==> src/rtl/serial_pattern_gen.sv <==
// Serial bit-stream source: accepts a parallel frame over valid/ready and shifts it out LSB-first,
// flagging (Qualified) once the frame has carried enough 0s and 1s.
module serial_pattern_gen #(
    parameter int unsigned WIDTH     = 12,
    parameter int unsigned MIN_ZEROS = 2,
    parameter int unsigned MIN_ONES  = 2,
    localparam int unsigned LW       = $clog2(WIDTH + 1)
) (
    input  logic             Clock,
    input  logic             Resetn,
    input  logic [WIDTH-1:0] Data,
    input  logic [LW-1:0]    Length,
    input  logic             DataValid,
    output logic             DataReady,
    input  logic             Abort,
    output logic             X,
    output logic             XValid,
    output logic             Busy,
    output logic             Done,
    output logic             Qualified
);

    localparam int unsigned ZW = (MIN_ZEROS > 0) ? $clog2(MIN_ZEROS + 1) : 1;
    localparam int unsigned OW = (MIN_ONES > 0) ? $clog2(MIN_ONES + 1) : 1;

    typedef enum logic [1:0] {
        IDLE  = 2'd0,
        SHIFT = 2'd1,
        DONE  = 2'd2
    } state_t;

    state_t           state;
    logic [WIDTH-1:0] shreg;
    logic [LW-1:0]    remain;
    logic [ZW-1:0]    zcnt;
    logic [OW-1:0]    ocnt;
    logic             x_q;
    logic             qual_q;

    logic [LW-1:0]    eff_len;
    logic [ZW-1:0]    zcnt_nxt;
    logic [OW-1:0]    ocnt_nxt;
    logic             qual_hit;

    // Length 0 and anything above WIDTH both mean a full-width frame
    always_comb begin
        eff_len = Length;
        if (Length == LW'(0) || Length > LW'(WIDTH)) begin
            eff_len = LW'(WIDTH);
        end
    end

    // Saturating tallies including the bit currently on X
    always_comb begin
        zcnt_nxt = zcnt;
        ocnt_nxt = ocnt;
        if (!x_q && zcnt != ZW'(MIN_ZEROS)) begin
            zcnt_nxt = zcnt + ZW'(1);
        end
        if (x_q && ocnt != OW'(MIN_ONES)) begin
            ocnt_nxt = ocnt + OW'(1);
        end
        qual_hit = (zcnt_nxt == ZW'(MIN_ZEROS)) && (ocnt_nxt == OW'(MIN_ONES));
    end

    always_ff @(posedge Clock or negedge Resetn) begin
        if (!Resetn) begin
            state  <= IDLE;
            shreg  <= '0;
            remain <= '0;
            zcnt   <= '0;
            ocnt   <= '0;
            x_q    <= 1'b0;
            qual_q <= 1'b0;
        end else begin
            unique case (state)
                IDLE: begin
                    if (DataValid) begin
                        x_q    <= Data[0];
                        shreg  <= Data >> 1;
                        remain <= eff_len;
                        zcnt   <= '0;
                        ocnt   <= '0;
                        qual_q <= 1'b0;
                        state  <= SHIFT;
                    end
                end
                SHIFT: begin
                    if (Abort) begin
                        // Partial frame dropped; Qualified keeps what it has seen so far
                        x_q   <= 1'b0;
                        state <= IDLE;
                    end else begin
                        zcnt   <= zcnt_nxt;
                        ocnt   <= ocnt_nxt;
                        qual_q <= qual_q | qual_hit;
                        remain <= remain - LW'(1);
                        if (remain == LW'(1)) begin
                            x_q   <= 1'b0;
                            state <= DONE;
                        end else begin
                            x_q   <= shreg[0];
                            shreg <= shreg >> 1;
                        end
                    end
                end
                DONE: begin
                    state <= IDLE;
                end
                default: begin
                    state <= IDLE;
                end
            endcase
        end
    end

    assign DataReady = (state == IDLE);
    assign Busy      = (state != IDLE);
    assign XValid    = (state == SHIFT);
    assign Done      = (state == DONE);
    assign X         = x_q;
    assign Qualified = qual_q;

endmodule
==> config.mk <==
export PLATFORM = sky130hd
export DESIGN_NAME = serial_pattern_gen
export DESIGN_NICKNAME = d
export VERILOG_FILES = /design/src/rtl/serial_pattern_gen.sv
export SDC_FILE = /design/constraint.sdc
export NUM_CORES = 1
export LEC_CHECK = 0
export ABC_AREA = 1
export BUFFER_PORTS_ARGS = -buffer_cell sky130_fd_sc_hd__buf_2
export CORE_MARGIN = 5
export CORE_UTILIZATION = 40
export DETAILED_ROUTE_END_ITERATION = 7
export PLACE_DENSITY = 0.7
export SETUP_SLACK_MARGIN = 0.5
export SLEW_MARGIN = 0
export SYNTH_ARGS = -nofsm -noshare
export SYNTH_HDL_FRONTEND = slang
export SYNTH_SLANG_ARGS = --single-unit
==> constraint.sdc <==
create_clock -name Clock -period 1.7 [get_ports Clock]
set_input_delay 0.085 -clock Clock [delete_from_list [all_inputs] [get_ports Clock]]
set_output_delay 0.085 -clock Clock [all_outputs]
set_load 0.02 [all_outputs]
Yosys cells after proc, flatten, opt, wreduce, memory -nomap -nowiden

Cells that the tools add are included.

Register bits after elaboration: 24
Bits in latches: 0
Bits in writable memories: 0
Memory bits (read-only): 0
Input bits: 20
Output and inout bits: 6
Word-level logic and storage cells: 62
Memories: 0

Add/sub/neg operators: 3
$mul: 0
Divide/modulo/power cells: 0
Order comparisons: 1
Equality and inequality tests: 11
Shift-type cells: 0
Muxes and demuxes: 26
Bitwise gates (word level): 1
Reduce and logical (&&, ||, !) cells: 13

Operators with widths:

| cell                                                  | number |
|---|---|
| two-way mux 12 bit                                    | 3 |
| one-hot mux 12 bit (2 select lines)                   | 1 |
| two-way mux 2 bit                                     | 8 |
| two-way mux 4 bit                                     | 3 |
| one-hot mux 2 bit (2 select lines)                    | 3 |
| inequality test 2 bit, second input constant          | 5 |
| one-hot mux 4 bit (2 select lines)                    | 1 |
| == test 2 bit, second input constant                  | 3 |
| two-way mux 1 bit                                     | 5 |
| adder 2 x 1 -> 2 bit, second input constant           | 2 |
| == test 4 x 1 -> 1 bit, second input constant         | 1 |
| greater-than comparator 4 bit, second input constant  | 1 |
| zero test 4 bit                                       | 1 |
| one-hot mux 1 bit (2 select lines)                    | 2 |
| AND reduction 2 bit                                   | 2 |
| AND reduction 4 bit                                   | 1 |
| nonzero test 2 bit                                    | 2 |
| subtractor 4 x 1 -> 4 bit, second input constant      | 1 |
| logical AND 1 bit                                     | 3 |
| inequality test 3 x 2 -> 1 bit, second input constant | 1 |
| AND reduction 3 bit                                   | 1 |
| == test 2 x 1 -> 1 bit, second input constant         | 1 |
| zero test 2 bit                                       | 1 |
| zero test 1 bit                                       | 1 |
| other kinds (2)                                       | 2 |

Depth between registers and ports, before layout

Word-level depth: 8
Gate-level depth with buffers: 10
Mapped depth without buffers: 10

Worst setup path after synthesis

Ideal clock, no wire load.

Path type: reg2reg
From: register state[0]
To: register shreg[0]
Library setup time: 126 ps
Arrival: 1156 ps
Required time: 1574 ps
Slack: 418 ps
Cell stages (with the launch flop): 6
Path buffers: 1
Period minus slack after synthesis: 1282 ps
Cells stage by stage: dfrtp_1 nor2_2 nand2_2 nand2_4 buf_6 a21oi_2

Longest elaborated chain between the ends: 3
Elaborated cells between the ends (all ways): 8
Those cells by class: eq/ne (4); mux (1); reduce/logical (3)

Ends and longest elaborated chain:

| item                                                                         | line | RTL |
|---|---|---|
| start, declared                                                              | 32   | `state_t state;` |
| start signal, assigned                                                       | 68   | `state <= IDLE;` |
| start signal, assigned                                                       | 85   | `state <= SHIFT;` |
| start signal, assigned                                                       | 92   | `state <= IDLE;` |
| zero test 2 bit *                                                            | -    |  |
| named net DataReady                                                          | 14   | `output logic DataReady,` |
| inequality test 2 bit (no source line) or nonzero test 2 bit (tied branches) | -    |  |
| AND reduction 4 bit (no source line)                                         | -    |  |
| end signal, assigned                                                         | 80   | `shreg <= Data >> 1;` |
| end signal, assigned                                                         | 103  | `shreg <= shreg >> 1;` |
| end, declared                                                                | 33   | `logic [WIDTH-1:0] shreg;` |

The timed path passes the listed nets; every way through them passes the cells marked *.
A chain may end at the register's enable or synchronous reset.

Worst setup path after layout

From: register remain[1]
To: register shreg[0]

Longest elaborated chain between the ends: 3

Ends and longest elaborated chain:

| item                                   | line | RTL |
|---|---|---|
| start, declared                        | 34   | `logic [LW-1:0] remain;` |
| start signal, assigned                 | 81   | `remain <= eff_len;` |
| start signal, assigned                 | 97   | `remain <= remain - LW'(1);` |
| == test 4 x 1 -> 1 bit                 | 98   | `if (remain == LW'(1)) begin` |
| inequality test 2 bit (no source line) | -    |  |
| AND reduction 4 bit (no source line)   | -    |  |

Every way passes these cells.

==> run summary <==
FMAX = 0.782 GHz
Crit path time final = 1280 ps
Antenna diodes = 0
Pwr Density = 1860 nW/um2
Slew margin rel. = 0.661
Asr flop ratio synth = 1.00
Area growth syn-to-layout = 51.1%
Die area = 4610 um2
CTS max path bufs = 2
Critical path peak fanout = 6
Setup TNS = 0 ps
Worst Max-Slew Pin Slew = 509 ps
Critical path's top delay family = flip-flops
Number of synthesized flops with an enable pin = 0
Max IR drop VDD = 1.00 mV
Cell area after layout = 2030 um2
Pin count of the biggest net entering global routing = 26
Hold Crit Class = input port to flop
I/O pin count = 26
Worst reg-to-reg path cell count = 8
Arrival time worst endpoint = 1490 ps
Nets = 245
RSZ-0062 raised after global routing = yes
Leading area contributor after synthesis = dfrtp_1
Share of the synthesized area in the top cell type = 0.429
Internal power = 0.00203 W
GR Util met3 = 0.0394
Switching Share = 0.461
GR Util met1 = 0.159
Share of layout cells above drive strength 1 = 0.482
Synth cell types = 25
Lkg Pwr = 1.00 nW
Flops & latches, synth = 23
Cell Chain, Critical Path = inv_2, ha_4, nand2_4, o21ai_4, buf_6, nand2_8, nor2_4, a21oi_2
Switching pwr = 0.00174 W
CTS Buf Count = 3
Max Cap Viol = 0
Max incr delay on CP = 390 ps
Levels on crit path = 8
Worst skew pair latency = 310 ps
Vias per inst = 4.68
Final setup fails = 0
Synth Flop Type = dfrtp_1
Post-DP HPWL = 1870 um
Crit end category = flop
Root Buffer = clkbuf_4
Power share of the sequential group = 0.259
CTS tree = built
Detailed Route Iter0 Violations = 36
Most common cell after layout, fill and taps aside = nand2_1
Leading post-synthesis cells by cell area = dfrtp_1, nand2_1, inv_1, o21ai_0, o21ai_2
First drt pass iteration count = 4
Vias post-DR = 1245
GRT Max-Usage Layer = met2
Final ANT Viol Nets = 0
H-tree depth = 1
Worst EP required = 1910 ps
Grt ovf = 0
Die height = 67.9 um
DIE WIDTH = 67.9 um
Hold path depth = 3
Grt met2 use = 0.278
Clk pwr share = 0.068
DRC viols = 0
Mapped Area = 1340 um2
Cell count after synthesis = 169
Pins Over Slew Limit = 0
Final hold violation count = 0
Run status = complete, no violations
Final GP Congestion = 0.774
Initial Util = 0.408
CTS sink cnt = 23
CP Launch Type = flop
Buf/Inv on CP = 2
Drt wl/cell = 11.9 um
Row count = 21
Clock-pin slew on the worst setup and hold paths = 120 ps
Setup Skew = 3.47 ps
Area of the multi-input gates = 852 um2
Dpl cell area = 1540 um2
Seq/Total Area, Yosys = 0.429
GRT Total Usage = 0.144
Post-Syn Area per Cell = 7.94 um2
Commonest cells after routing, fill and taps aside = nand2_1, dfrtp_1, buf_2, inv_1, buf_4
First-pass GRT wire length = 5090 um
Slowest CP cell = dfrtp_1
Fillers = 288
Syn_nets = 193
Flip-flop and latch area = 577 um2
Yosys Warn Count = 0
Routed WL = 3170 um
Core Box Area = 3280 um2
Crit path kind = flop to flop
Initial antenna violation count = 0
Period utilization = 0.753
Vias in the first global route = 1206
PortBufs = 25
Gate power share = 0.674
-- repair_timing --
item,4_1_cts,5_1_grt
hold buffers,1,1
buffers inserted,14,6
endpoints found under the hold margin,23,1
endpoints found under the setup margin,22,26
pin swaps,14,10
gates cloned,3,1
gates resized for setup,30,28
-- per-layer routing --
metal | up-vias | part of all wire
li1 | 647 | -
met2 | 23 | 0.55
met1 | 573 | 0.41
met4 | 0 | 0.0013
met5 | - | 0
met3 | 2 | 0.043
-- cell usage after synthesis, types with 3 or more instances --
cell,count
nor2_1,10
ha_1,4
o21ai_2,10
dfrtp_1,23
nand2_1,41
nand2_4,3
buf_6,3
inv_1,28
nand3_1,9
o21ai_0,19
-- flip-flops by register name, indices dropped and copies added (netlist names) --
name       count
shreg         11
remain         4
ocnt           2
state          2
zcnt           2
Qualified      1
X              1
-- worst reg2reg max path, stage by stage, from the launching register on --
cell	delay, ps
dfrtp_1	390
inv_2	80
ha_4	140
nand2_4	50
o21ai_4	180
buf_6	150
nand2_8	80
nor2_4	90
a21oi_2	30
-- cells by family after synthesis --
kind of cell,count (synthesis),share of synthesized area
and+or+nand+nor,69,0.232
xor gates and xnor gates,1,0.00653
buffers and inverters,34,0.116
DFF,23,0.429
adders and majority gates,4,0.0373
AOI/OAI and AO/OA,38,0.179
-- final cells by class --
class                      count  area share
sequential                    23       0.285
tap                           46      0.0284
inverter                      29      0.0574
timing repair buffer          49       0.196
multi-input combinational    115       0.420
clock buffer                   4      0.0130
-- final timing paths --
path / start / to / slack [ps]
setup / recovery: remain[1]$_DFFE_PN0P_ / shreg[0]$_DFFE_PN0P_ / 420
hold / removal: Data[1] / shreg[0]$_DFFE_PN0P_ / 80
setup reg to reg: remain[1]$_DFFE_PN0P_ / shreg[0]$_DFFE_PN0P_ / 420
hold reg to reg: Qualified$_DFFE_PN0P_ / Qualified$_DFFE_PN0P_ / 520
max in group asynchronous: Resetn / state[0]$_DFFE_PN0P_ / 1070
min in group asynchronous: Resetn / shreg[4]$_DFFE_PN0P_ / 260
-- power groups by stage --
stage / registers [W] / logic (W) / clock network, W
after CTS: 0.000957 / 0.00218 / 0.000261
final: 0.000974 / 0.00254 / 0.000255
after floorplan: 0.000935 / 0.00131 / 0
after detailed placement: 0.000946 / 0.00156 / 0
after global placement: 0.000940 / 0.00153 / 0
after global routing: 0.00101 / 0.00279 / 0.000287
-- stage by stage --
| step | total power, W | worst slack [ps] | utilization | instances | hold slack (ps) |
|---|---|---|---|---|---|
| final | 0.00377 | 421 | 0.617 | 266 | 79.3 |
| after global routing | 0.00408 | 347 | 0.617 | 266 | 75.0 |
| after CTS | 0.00340 | 423 | 0.565 | 258 | 3.72 |
| after detailed placement | 0.00250 | 288 | 0.467 | 236 | 89.3 |
| after global placement | 0.00247 | 318 | 0.467 | 236 | 91.8 |
| after floorplan | 0.00225 | 458 | - | 169 | -211 |
No activity file was read; power rests on OpenSTA's default activity.
